## src/rtl/tl45_decode.sv

```systemverilog
// TL45 decode stage: splits instruction words into fields and registers one micro-op per cycle.
// Define TL45_DECODE_EXPAND_EN to expand CALL/RET into SW/ADD/JMP micro-op sequences.
module tl45_decode #(
    parameter logic [3:0] SP_REG = 4'd15
) (
    input  logic        i_clk,
    input  logic        i_reset,
    input  logic        i_pipe_stall,
    input  logic        i_pipe_flush,
    output logic        o_pipe_stall,
    input  logic [31:0] i_buf_pc,
    input  logic [31:0] i_buf_inst,
    output logic [31:0] o_dr_pc,
    output logic [4:0]  o_dr_opcode,
    output logic [3:0]  o_dr_dr,
    output logic [3:0]  o_dr_sr1,
    output logic [3:0]  o_dr_sr2,
    output logic [31:0] o_dr_imm32,
    output logic        o_dr_imm_valid,
    output logic        o_dr_uflag,
    output logic        o_dr_illegal
);

    typedef struct packed {
        logic [4:0]  opcode;
        logic [3:0]  dr;
        logic [3:0]  sr1;
        logic [3:0]  sr2;
        logic [31:0] imm32;
        logic        imm_valid;
        logic        uflag;
        logic        illegal;
    } uop_t;

    uop_t        dec_uop;
    logic [31:0] dec_pc;
    logic [15:0] imm16;
    uop_t        uop_q, uop_d;
    logic [31:0] pc_q, pc_d;

    always_comb begin
        imm16   = i_buf_inst[15:0];
        dec_uop = '0;
        dec_pc  = '0;
        if (i_buf_inst != 32'h0) begin
            dec_pc            = i_buf_pc;
            dec_uop.opcode    = i_buf_inst[31:27];
            dec_uop.dr        = i_buf_inst[23:20];
            dec_uop.sr1       = i_buf_inst[19:16];
            dec_uop.sr2       = i_buf_inst[15:12];
            dec_uop.imm_valid = i_buf_inst[26];
            dec_uop.illegal   = (i_buf_inst[31:30] == 2'b11);
            if (i_buf_inst[25]) begin
                dec_uop.imm32 = {imm16, 16'h0};
            end else if (i_buf_inst[24]) begin
                dec_uop.imm32 = {16'h0, imm16};
            end else begin
                dec_uop.imm32 = {{16{imm16[15]}}, imm16};
            end
        end
    end

`ifdef TL45_DECODE_EXPAND_EN
    localparam logic [4:0]  OpAdd     = 5'h01;
    localparam logic [4:0]  OpJmp     = 5'h0C;
    localparam logic [4:0]  OpCall    = 5'h0D;
    localparam logic [4:0]  OpRet     = 5'h0E;
    localparam logic [4:0]  OpSw      = 5'h15;
    localparam logic [31:0] PlusFour  = 32'h0000_0004;
    localparam logic [31:0] MinusFour = 32'hFFFF_FFFC;

    typedef enum logic [1:0] {StIdle, StExp1, StExp2} state_e;

    state_e      state_q, state_d;
    uop_t        parent_q, parent_d;
    logic [31:0] ppc_q, ppc_d;

    // Stack micro-op: base register is always the stack pointer, operand is the immediate.
    function automatic uop_t sp_uop(input logic [4:0] op, input logic [3:0] dr,
                                    input logic [31:0] imm, input logic uflag);
        uop_t u;
        u           = '0;
        u.opcode    = op;
        u.dr        = dr;
        u.sr1       = SP_REG;
        u.imm32     = imm;
        u.imm_valid = 1'b1;
        u.uflag     = uflag;
        return u;
    endfunction

    always_comb begin
        state_d  = state_q;
        parent_d = parent_q;
        ppc_d    = ppc_q;
        uop_d    = uop_q;
        pc_d     = pc_q;
        if (i_pipe_flush) begin
            state_d  = StIdle;
            parent_d = '0;
            ppc_d    = '0;
            uop_d    = '0;
            pc_d     = '0;
        end else if (!i_pipe_stall) begin
            unique case (state_q)
                StIdle: begin
                    uop_d = dec_uop;
                    pc_d  = dec_pc;
                    if (dec_uop.opcode == OpCall) begin
                        parent_d = dec_uop;
                        ppc_d    = dec_pc;
                        state_d  = StExp1;
                        uop_d    = sp_uop(OpSw, 4'd0, MinusFour, 1'b1);
                    end else if (dec_uop.opcode == OpRet) begin
                        parent_d = dec_uop;
                        ppc_d    = dec_pc;
                        state_d  = StExp1;
                        uop_d    = sp_uop(OpAdd, SP_REG, PlusFour, 1'b0);
                    end
                end
                StExp1: begin
                    pc_d = ppc_q;
                    if (parent_q.opcode == OpCall) begin
                        uop_d   = sp_uop(OpAdd, SP_REG, MinusFour, 1'b0);
                        state_d = StExp2;
                    end else begin
                        uop_d   = sp_uop(OpJmp, 4'd0, MinusFour, 1'b1);
                        state_d = StIdle;
                    end
                end
                StExp2: begin
                    pc_d         = ppc_q;
                    uop_d        = parent_q;
                    uop_d.opcode = OpJmp;
                    state_d      = StIdle;
                end
                default: state_d = StIdle;
            endcase
        end
    end

    // Reset holds the sequencer idle, so fetch sees only the downstream stall.
    assign o_pipe_stall = i_pipe_stall | (!i_reset && (state_d != StIdle));

    always_ff @(posedge i_clk or posedge i_reset) begin
        if (i_reset) begin
            state_q  <= StIdle;
            parent_q <= '0;
            ppc_q    <= '0;
        end else begin
            state_q  <= state_d;
            parent_q <= parent_d;
            ppc_q    <= ppc_d;
        end
    end
`else
    always_comb begin
        uop_d = uop_q;
        pc_d  = pc_q;
        if (i_pipe_flush) begin
            uop_d = '0;
            pc_d  = '0;
        end else if (!i_pipe_stall) begin
            uop_d = dec_uop;
            pc_d  = dec_pc;
        end
    end

    assign o_pipe_stall = i_pipe_stall;

    // SP_REG only matters to the expansion sequencer.
    if (SP_REG == 4'd0) begin : g_sp_reg_unused
    end
`endif

    always_ff @(posedge i_clk or posedge i_reset) begin
        if (i_reset) begin
            uop_q <= '0;
            pc_q  <= '0;
        end else begin
            uop_q <= uop_d;
            pc_q  <= pc_d;
        end
    end

    assign o_dr_pc        = pc_q;
    assign o_dr_opcode    = uop_q.opcode;
    assign o_dr_dr        = uop_q.dr;
    assign o_dr_sr1       = uop_q.sr1;
    assign o_dr_sr2       = uop_q.sr2;
    assign o_dr_imm32     = uop_q.imm32;
    assign o_dr_imm_valid = uop_q.imm_valid;
    assign o_dr_uflag     = uop_q.uflag;
    assign o_dr_illegal   = uop_q.illegal;

endmodule
```

## config.mk

```make
export PLATFORM = sky130hd
export DESIGN_NAME = tl45_decode
export DESIGN_NICKNAME = d
export VERILOG_FILES = /design/src/rtl/tl45_decode.sv
export SDC_FILE = /design/constraint.sdc
export NUM_CORES = 1
export LEC_CHECK = 0
export CAP_MARGIN = 15
export CORE_UTILIZATION = 36
export CTS_BUF_LIST = sky130_fd_sc_hd__clkbuf_2
export DETAILED_ROUTE_END_ITERATION = 8
export HOLD_SLACK_MARGIN = 0.08
export PLACE_DENSITY = 0.67
export SLEW_MARGIN = 10
export SYNTH_ARGS = -nofsm -noshare
export SYNTH_HDL_FRONTEND = slang
export SYNTH_SLANG_ARGS = --single-unit
export TNS_END_PERCENT = 5
```

## constraint.sdc

```tcl
create_clock -name i_clk -period 3.1 [get_ports i_clk]
set_input_delay 0.62 -clock i_clk [delete_from_list [all_inputs] [get_ports i_clk]]
set_output_delay 0.62 -clock i_clk [all_outputs]
set_load 0.005 [all_outputs]
```

Yosys cells after proc, flatten, opt, wreduce, memory -nomap -nowiden
Index checks and enable logic that the tools add are counted.

cells by class
  add/subtract/negate cells = 0
  multiply operators = 0
  divide/modulo/power cells = 0
  order comparisons = 0
  equal/unequal tests = 2
  shift-type cells = 0
  mux-type cells = 9
  bitwise gates (word level) = 0
  reductions and logical operators = 1

operators with widths
  cell                                                                     number
  32-bit 2-to-1 mux                                                        5
  52-bit 2-to-1 mux                                                        2
  50-bit 2-to-1 mux                                                        1
  32-bit nonzero test                                                      1
  2-bit == test, second input constant                                     1
  2-bit by 1-bit inequality test with 1-bit output, second input constant  1
  1-bit 2-to-1 mux                                                         1

storage, ports and cells
  flip-flop bits (word level) = 84
  bits in latches = 0
  memory bits (writable) = 0
  memory bits (read-only) = 0
  input port bits = 68
  output and inout port bits = 85
  word-level logic and storage cells = 21
  memories kept = 0

Depth between registers and ports, before layout
Gate-level depths: netlist of run 1.

  word-level depth = 5
  depth in mapped cells = 7
  depth with buffers taken out = 4

Least setup slack after synthesis of run 1
No wires, ideal clock.

  path type = input -> register
  start point = input port i_buf_inst[25]
  end point = register pc_q[21], in the netlist o_dr_pc[21]
  library setup time = 0.122 ns
  arrival time = 1.649 ns
  data required time = 2.978 ns
  path slack = 1.330 ns
  cell stages on the path = 7
  path buffers = 3
  cell sequence = clkbuf_1 -> nor4_2 -> nand4_1 -> or2_1 -> buf_6 -> buf_8 -> a32o_1

between the ends
  cells in the longest elaborated chain, start to end = 4

RTL lines
  item                  line  source
  start, declared       12    input logic [31:0] i_buf_inst,
  32-bit nonzero test   45    if (i_buf_inst != 32'h0) begin
  32-bit 2-to-1 mux     45
  32-bit 2-to-1 mux     163   end else if (!i_pipe_stall) begin
  32-bit 2-to-1 mux     160   if (i_pipe_flush) begin
  end signal, assigned  182   pc_q <= pc_d;
  end, declared         39    logic [31:0] pc_q, pc_d;

No other way between the ends. The select of a mux whose other input is x is not followed.
A chain may end at the register's enable or synchronous reset.

Worst setup path in the final report of run 1
  start point = register pc_q[4], in the netlist o_dr_pc[4]
  end point = output port o_dr_pc[4]

RTL lines
  item           line  source
  end, declared  13    output logic [31:0] o_dr_pc,

No word-level cell between the ends.

==> impl_metrics.ini, run 1 <==
[run_status]
status = finished clean

[routing]
vias_per_cell = 5.04
drc = 0
first_pass_iters = 4
dr.first_iter.drc_count = 119
dr_total_vias = 3086
wl_per_cell_um = 17.1
postRouteAntennaNets = 0
routed_wl_um = 10400

[logic_synthesis]
synth-xor-area-share_pct = 0
syn_inst = 338
synth_top_family_by_area = simple AND/OR/NAND/NOR gates
ys_seq_area_share_pct = 57.0
synthSimpleGateAreaFrac_pct = 18.7
synthAdderAreaFrac_pct = 0
synthDistinctLibCells = 28
syn_avg_cell_area_um2 = 10.8
syn-num-nets = 406
yosys_warnings = 0
syn_area_um2 = 3640
synth_compound_area_share_pct = 13.7
synth_mux_area_share_pct = 4.95
ys_seq_elements = 83

[grt]
track_usage_pct = 20.3
grt_pass1_wl_um = 16100
grt_max_degree = 70
grt_pass1_vias = 3002
antenna_found_initial = 0
overflow = 0

[clock_network]
cts_setup_buffers = 0
cts.reportedPaths.clkPinSlew_ns = 0.25
postCtsHoldBufs = 0
numCtsBuffers = 9
cts_num_sinks = 83
ctsHtreeMaxLevel = 3
cts_resized = 0
cts_buffer_depth = 2
clk_latency_ns = 0.54
cts_tree = built
clock-root-buffer = clkbuf_2

[critical_path]
critPathArrivalTime_ns = 1.48
crit_type = reg -> out
path_cells = clkdlybuf4s50_1
path_buf_inv = 1
endpoint_kind = output pin
cp_slowest_cell = clkdlybuf4s50_1
cpLargestDelayFamily = buffers and inverters
cp_slowest_stage_delay_ns = 0.53
critPathMaxFanout = 2
required_ns = 2.48
start_kind = flip-flop

[layout]
num_antenna_cells = 0
final_common_cell = clkdlybuf4s50_1
seqCellArea_um2 = 2080
synthToLayoutAreaGrowth_pct = 46.3
nFillCells = 906
fin_nets = 542
finish.utilization_pct = 54.5
multi_input_area_um2 = 1370
final_cells = 612
layout_common_cells = clkdlybuf4s50_1, dfrtp_1, nor2_1, and3_1, a21oi_1
drive_above_1_share_pct = 6.05

[floorplanning]
die_width_um = 103
die-height_um = 103
core_um2 = 9770
ios = 153
initial_core_util_pct = 37.3
rows = 36
die_area_um2 = 10500

[sta]
finalSetupViolations = 0
min_period_over_period_pct = 67.8
tightest_slew_ns = 0.961
maxSlewHeadroom_pct = 35.9
max_freq_ghz = 0.476
setup_slack_ns = 0.998
rsz0062_at_grt = false
slew_violations = 0
layout_min_cycle_time_ns = 2.10
hold_violations = 0
finalSetupTns_ns = 0
clock_skew_ns = 0

[placement]
place.gp.congestion = 0.749
numPortBuffers = 151
dp_hpwl_um = 7320
dp_slack_ns = 0.546
dpl.cell_count = 596

[power_and_ir_drop]
ir_drop_uv = 202
power_per_cell_area_nw_per_um2 = 402
leakagePower_nw = 2.41
p_total_mw = 2.15

[job]
max_cap_violations = 0

[worst_hold_path]
hold_class = in -> async
[layer usage]
layer	vias up	track usage, %	wire, µm
li1	1464	-	-
met2	104	31.0	4700
met4	0	8.57	206
met1	1501	27.6	4720
met5	-	0	0
met3	17	5.08	816
[cells by family (layout without fill, tap and decap cells)]
| family | Yosys count | count (layout) |
|---|---|---|
| AOI/OAI and AO/OA | 70 | 70 |
| buffers and inverters | 41 | 182 |
| DFF | 83 | 83 |
| muxes | 18 | 18 |
| other | 1 | 1 |
| and+or+nand+nor | 125 | 125 |
[flip-flops by register name (all words and copies together) (netlist names)]
| name | count |
|---|---|
| o_dr_pc | 32 |
| o_dr_dr | 4 |
| o_dr_illegal | 1 |
| o_dr_imm32 | 32 |
| o_dr_sr2 | 4 |
| o_dr_sr1 | 4 |
| o_dr_imm_valid | 1 |
| o_dr_opcode | 5 |
[Yosys cell counts]
cell	count	area (µm²)
a22o_1	20	175
and3_1	32	200
o21ai_0	12	60.1
a32o_1	11	110
nor3b_1	13	97.6
nand2_1	16	60.1
dfrtp_1	83	2080
buf_8	1	15.0
nor4_1	5	31.3
nor3_1	3	15.0
nand2b_1	1	6.26
nand4_1	2	12.5
a211o_1	3	26.3
a22o_2	1	10.0
o211ai_1	1	7.51
inv_1	7	26.3
buf_6	3	33.8
nor2b_1	12	75.1
a21oi_1	22	110
conb_1	1	3.75
nor2_1	37	139
mux2i_1	18	180
buf_1	2	7.51
buf_2	5	25.0
nor4_2	3	37.5
or2_1	1	6.26
clkbuf_1	21	78.8
buf_4	2	15.0
[power breakdown]
part	switching, mW	internal, mW	leakage, nW
clock network	0.382	0.184	0.0709
registers	0.0329	1.14	1.11
logic	0.167	0.237	1.23
[per-stage QoR]
| stage | hold slack, ns | cell area (µm²) |
|---|---|---|
| after floorplan | 0.473 | 3640 |
| after global placement | 0.466 | 5220 |
| after detailed placement | 0.473 | 5220 |
| after CTS | 0.429 | 5330 |
| after global routing | 0.446 | 5330 |
| final | 0.456 | 5330 |
[layout make-up]
| class | count | share of cell area [%] |
|---|---|---|
| multi-input cells | 214 | 25.6 |
| inverters | 7 | 0.516 |
| repair buffers | 159 | 29.6 |
| well taps | 133 | 3.12 |
| clock inverters | 7 | 1.29 |
| flip-flops and latches | 83 | 39.0 |
| clock buffers | 9 | 0.845 |
[worst paths after layout]
path                                     start        endpoint  slack (ns)  depth (start not counted)
worst max-delay path                o_dr_pc[4]      o_dr_pc[4]         1.0                          1
worst min-delay path                   i_reset     o_dr_pc[13]        0.46                          2
worst max register to register     o_dr_pc[27]     o_dr_pc[27]        2.35                          1
worst min register to register  o_dr_imm32[21]  o_dr_imm32[21]        0.52                          2
max in group asynchronous              i_reset  o_dr_imm32[12]        1.97                          3
min in group i_clk              o_dr_imm32[21]  o_dr_imm32[21]        0.52                          2
No activity file was read; power rests on OpenSTA's default activity.
==> inputs of run 2 (changes only) <==
--- a/config.mk
+++ b/config.mk
@@ -10,7 +10,7 @@
 export CTS_BUF_LIST = sky130_fd_sc_hd__clkbuf_2
 export DETAILED_ROUTE_END_ITERATION = 8
 export HOLD_SLACK_MARGIN = 0.08
-export PLACE_DENSITY = 0.67
+export PLACE_DENSITY = 0.7
 export SLEW_MARGIN = 10
 export SYNTH_ARGS = -nofsm -noshare
 export SYNTH_HDL_FRONTEND = slang
==> constraint.sdc (replaced) <==
create_clock -name i_clk -period 1.8 [get_ports i_clk]
set_input_delay 0.36 -clock i_clk [delete_from_list [all_inputs] [get_ports i_clk]]
set_output_delay 0.36 -clock i_clk [all_outputs]
set_load 0.005 [all_outputs]
==> run 2 against run 1 <==
Effect of this change:
- die area unchanged
- combinational power increased by 71%
- via count increased by 2.9%
- flip-flop and latch count unchanged
- total power increased by 77%
- worst setup slack got worse by 0.92 ns
- global-route usage decreased by 0.31 points
- final cell count increased by 4.9%
- clock-buffer cell count increased by 1
- highest routed layer unchanged
==> impl_metrics.ini, run 2 (same netlist as run 1, synthesis figures left out) <==
[run_status]
status = finished clean

[layout]
fin_nets = 573
num_antenna_cells = 0
layout_common_cells = dfrtp_1, dlygate4sd2_1, clkdlybuf4s50_1, nor2_1, buf_4
final_cell_area_um2 = 5580
synthToLayoutAreaGrowth_pct = 53.2
final_common_cell = dfrtp_1
drive_above_1_share_pct = 12.0

[sta]
min_period_over_period_pct = 95.4
finalSetupViolations = 0
clock_skew_ns = 0
layout_min_cycle_time_ns = 1.72
max_freq_ghz = 0.582
rsz0062_at_grt = false
slew_violations = 0
hold_violations = 0
setup_slack_ns = 0.0825

[placement]
place_area_um2 = 5470
place.gp.congestion = 0.828
numPortBuffers = 151
dp_slack_ns = -0.547
dp_hpwl_um = 7360

[grt]
grt_pass1_vias = 3029
grt_max_degree = 84
grt_pass1_wl_um = 15800
overflow = 0
antenna_found_initial = 0
track_usage_pct = 20.0

[routing]
first_pass_iters = 4
postRouteAntennaNets = 0
dr_total_vias = 3176
dr.first_iter.drc_count = 114
vias_per_cell = 4.95
routed_wl_um = 10400
wl_per_cell_um = 16.3
drc = 0

[critical_path]
crit_type = in -> reg
critPathArrivalTime_ns = 2.13
start_kind = input pin
required_ns = 2.22
endpoint_kind = flip-flop
critPathMaxFanout = 32
rrSetupSlack_ns = 0.96

[clock_network]
numCtsBuffers = 9
ctsHtreeMaxLevel = 3
cts.reportedPaths.clkPinSlew_ns = 0.21
cts_buffer_depth = 2
cts_num_sinks = 83
clk_latency_ns = 0.50
postCtsHoldBufs = 0
cts_tree = built
clock-root-buffer = clkbuf_2

[power_and_ir_drop]
power_per_cell_area_nw_per_um2 = 679
ir_drop_uv = 361
leakagePower_nw = 3.06

[worst_hold_path]
hold_class = in -> async

[floorplanning]
ios = 153
die_width_um = 103
rows = 36
die_area_um2 = 10500
die-height_um = 103
core_um2 = 9770
initial_core_util_pct = 37.3

[job]
max_cap_violations = 0
## run 2: changes by cell type in the layout (fill, tap and decap cells not counted)
cell and change:
dlymetal6s2s_1 +13, buf_4 +27, clkinv_4 -3, nor4_1 -1
dlygate4sd2_1 +70, clkbuf_2 +1, nor4_2 +1, clkinv_1 -1
bufinv_16 +1, buf_12 +4, clkdlybuf4s50_1 -83, clkinv_2 -2
clkinvlp_4 +3
## run 2: critical path: stages
cell	delay (ns)
clkdlybuf4s50_1	0.44
nor4_1	0.39
nand4_1	0.20
or2_1	0.30
buf_12	0.17
a32o_1	0.25
## run 2: final timing paths
check | startpoint | end | cells past startpoint
max | i_buf_inst[30] | o_dr_pc[31] | 6
min in group i_clk | i_pipe_stall | o_dr_pc[23] | 2
max reg2reg | o_dr_pc[20] | o_dr_pc[20] | 2
min | i_reset | o_dr_pc[21] | 3
max in group asynchronous | i_reset | o_dr_sr2[2] | 3
min reg2reg | o_dr_imm32[17] | o_dr_imm32[17] | 2
## run 2: metal layers
layer	wire (µm)	up-vias	share of wire, %	GRT usage, %
met5	0	-	0	0
met4	165	0	1.6	6.92
met3	805	13	7.7	5.56
met2	4750	109	45	30.8
met1	4720	1524	45	27.1
li1	-	1530	-	-
## run 2: layout make-up
| type | instances | area (µm²) |
|---|---|---|
| Fill cell | 883 | 4190 |
| Timing Repair Buffer | 190 | 1810 |
| Clock inverter | 5 | 78.8 |
| Multi-Input combinational cell | 214 | 1370 |
| Inverter | 7 | 30.0 |
| Tap cell | 133 | 166 |
| Clock buffer | 10 | 50.0 |
| Sequential cell | 83 | 2080 |
## run 2: power by group
group	leakage (nW)	internal, mW	switching (mW)
combinational	1.87	0.396	0.298
sequential	1.11	1.96	0.0521
clock	0.0717	0.453	0.629
total	3.06	2.81	0.979
## run 2: per-stage QoR
stage	setup TNS [ns]	std cells	total power [mW]	hold slack, ns	util [%]
after floorplan	0	338	2.31	0.473	-
after global placement	-16.82	623	2.80	0.467	56.0
after detailed placement	-18.46	623	2.81	0.473	56.0
after CTS	0	641	3.84	0.275	56.6
after global routing	0	642	3.98	0.250	57.1
final	0	642	3.79	0.291	57.1
## run 2: what timing repair did
| action | 4_1_cts | 5_1_grt |
|---|---|---|
| setup endpoints to repair | 70 | 15 |
| cloned | 0 | 0 |
| resized for setup | 70 | 14 |
| setup buffers | 3 | 1 |
| hold endpoints to repair | 0 | 0 |
==> inputs of run 3 (changes only) <==
==> constraint.sdc (replaced) <==
create_clock -name i_clk -period 1.8 [get_ports i_clk]
set_input_delay 0.36 -clock i_clk [delete_from_list [all_inputs] [get_ports i_clk]]
set_output_delay 0.36 -clock i_clk [all_outputs]
set_load 0.01 [all_outputs]
==> run 3 against run 2 <==
Effect of this change:
- sequential power about the same
- flip-flop and latch count unchanged
- critical path type unchanged
- clock-buffer cell count unchanged
- design area decreased by 1.7%
- routed wire length about the same
- final cell count decreased by 0.62%
- clock power decreased by 13%
- first-iteration DRC count decreased by 13%
- largest cell class unchanged
==> impl_metrics.ini, run 3 (same netlist as run 1, synthesis figures left out) <==
[floorplanning]
ios = 153
die_area_um2 = 10500
die_width_um = 103
core_um2 = 9770
initial_core_util_pct = 37.3
die-height_um = 103
rows = 36

[critical_path]
rr_startpoint = o_dr_sr2[0]
critPathArrivalTime_ns = 2.15
critPathMaxFanout = 32
start_kind = input pin
required_ns = 2.20
endpoint_kind = flip-flop
crit_type = in -> reg
r2r-end = o_dr_sr2[0]
r2r_cells = 3
rrSetupSlack_ns = 1.00

[placement]
place_area_um2 = 5460
numPortBuffers = 151
place.gp.congestion = 0.800
dp_slack_ns = -0.572
dp_hpwl_um = 7490
dpl.cell_count = 622

[power_and_ir_drop]
seq_power_share_pct = 54.8
switchingPower_mw = 1.02
p_comb_share_pct = 19.6
swShare_pct = 27.6
p_total_mw = 3.68
p_clk_share_pct = 25.6
p_int_mw = 2.66
power_per_cell_area_nw_per_um2 = 671
leakagePower_nw = 2.87
ir_drop_uv = 347

[clock_network]
clk_latency_ns = 0.50
clock-root-buffer = clkbuf_2
cts_num_sinks = 83
cts_tree = built
numCtsBuffers = 9
ctsHtreeMaxLevel = 3
cts_buffer_depth = 2
cts.reportedPaths.clkPinSlew_ns = 0.21

[sta]
slew_violations = 0
max_freq_ghz = 0.573
min_period_over_period_pct = 96.9
hold_violations = 0
clock_skew_ns = 0
finalSetupViolations = 0
layout_min_cycle_time_ns = 1.74
rsz0062_at_grt = false
finalSetupTns_ns = 0
setup_slack_ns = 0.0558
whs_ns = 0.303

[routing]
routed_wl_um = 10400
postRouteAntennaNets = 0
first_pass_iters = 4
wl_per_cell_um = 16.4
dr_total_vias = 3167
vias_per_cell = 4.96
dr.first_iter.drc_count = 99
drc = 0

[grt]
overflow = 0
grt_pass1_vias = 3149
antenna_found_initial = 0
grt_max_degree = 84
grt_pass1_wl_um = 16300
track_usage_pct = 20.3

[worst_hold_path]
hold_class = in -> async

[layout]
final_cells = 638
synthToLayoutAreaGrowth_pct = 50.6
finish.utilization_pct = 56.1
fin_nets = 569
layout_common_cells = dfrtp_1, dlygate4sd2_1, clkdlybuf4s50_1, nor2_1, and3_1
final_cell_area_um2 = 5490
num_antenna_cells = 0
drive_above_1_share_pct = 11.7

[run_status]
status = finished clean

[job]
max_cap_violations = 0
run 3: changes by cell type in the layout (fill, tap and decap cells not counted):
cell            change
dlygate4sd2_1      +13
dlymetal6s2s_1     -13
buf_4               -4
clkinv_2            +2
bufinv_16           -1
clkinv_1            -1
nor4_1              -1
nor4_2              +1
run 3: routing by layer:
metal	share of wire, %	GRT usage [%]	vias to the layer above
met5	0	0	-
met4	1.7	7.91	0
met3	7.6	4.34	14
met2	45	31.8	103
met1	45	27.5	1527
li1	-	-	1523
run 3: critical path, stage by stage:
cell and delay (ns):
clkdlybuf4s50_1 0.42, nor4_1 0.32, buf_4 0.16, nand4_1 0.13, or2_1 0.31, buf_12 0.18
a32o_1 0.26
run 3: area by class of cell:
cell class,instances,area (µm²)
clock buffer,10,50.0
clock inverter,5,55.1
fill,909,4290
inverter,7,30.0
multi-input combinational,214,1380
sequential,83,2080
tap,133,166
timing repair buffer,186,1730
run 3: worst max path at each step:
| stage | start | end | slack, ns | cells past startpoint |
|---|---|---|---|---|
| 2_1_floorplan | i_buf_inst[25] | o_dr_pc[21] | 0.29 | 7 |
| 3_3_place_gp | i_buf_inst[10] | o_dr_pc[31] | -0.53 | 6 |
| 3_5_place_dp | i_buf_inst[10] | o_dr_pc[31] | -0.57 | 6 |
| 4_1_cts | i_buf_inst[10] | o_dr_pc[31] | 0.003 | 6 |
| 5_1_grt | i_buf_inst[19] | o_dr_pc[31] | 0.02 | 7 |
| 6_report | i_buf_inst[19] | o_dr_pc[31] | 0.06 | 7 |
run 3: timing repair:
action                     in CTS  in global routing
cloned                          0                  0
setup endpoints to repair      83                 23
hold buffers                    0                  0
setup buffers                   1                  0
gates resized for setup        83                  2
run 3: power by group through the flow:
stage          Combinational [mW]  Sequential [mW]  Clock (mW)
6_report                    0.722             2.02       0.941
3_5_place_dp                0.794             2.06           0
5_1_grt                     0.787             2.03        1.03
4_1_cts                     0.729             2.02       0.981
2_1_floorplan               0.257             2.10           0
3_3_place_gp                0.784             2.05           0
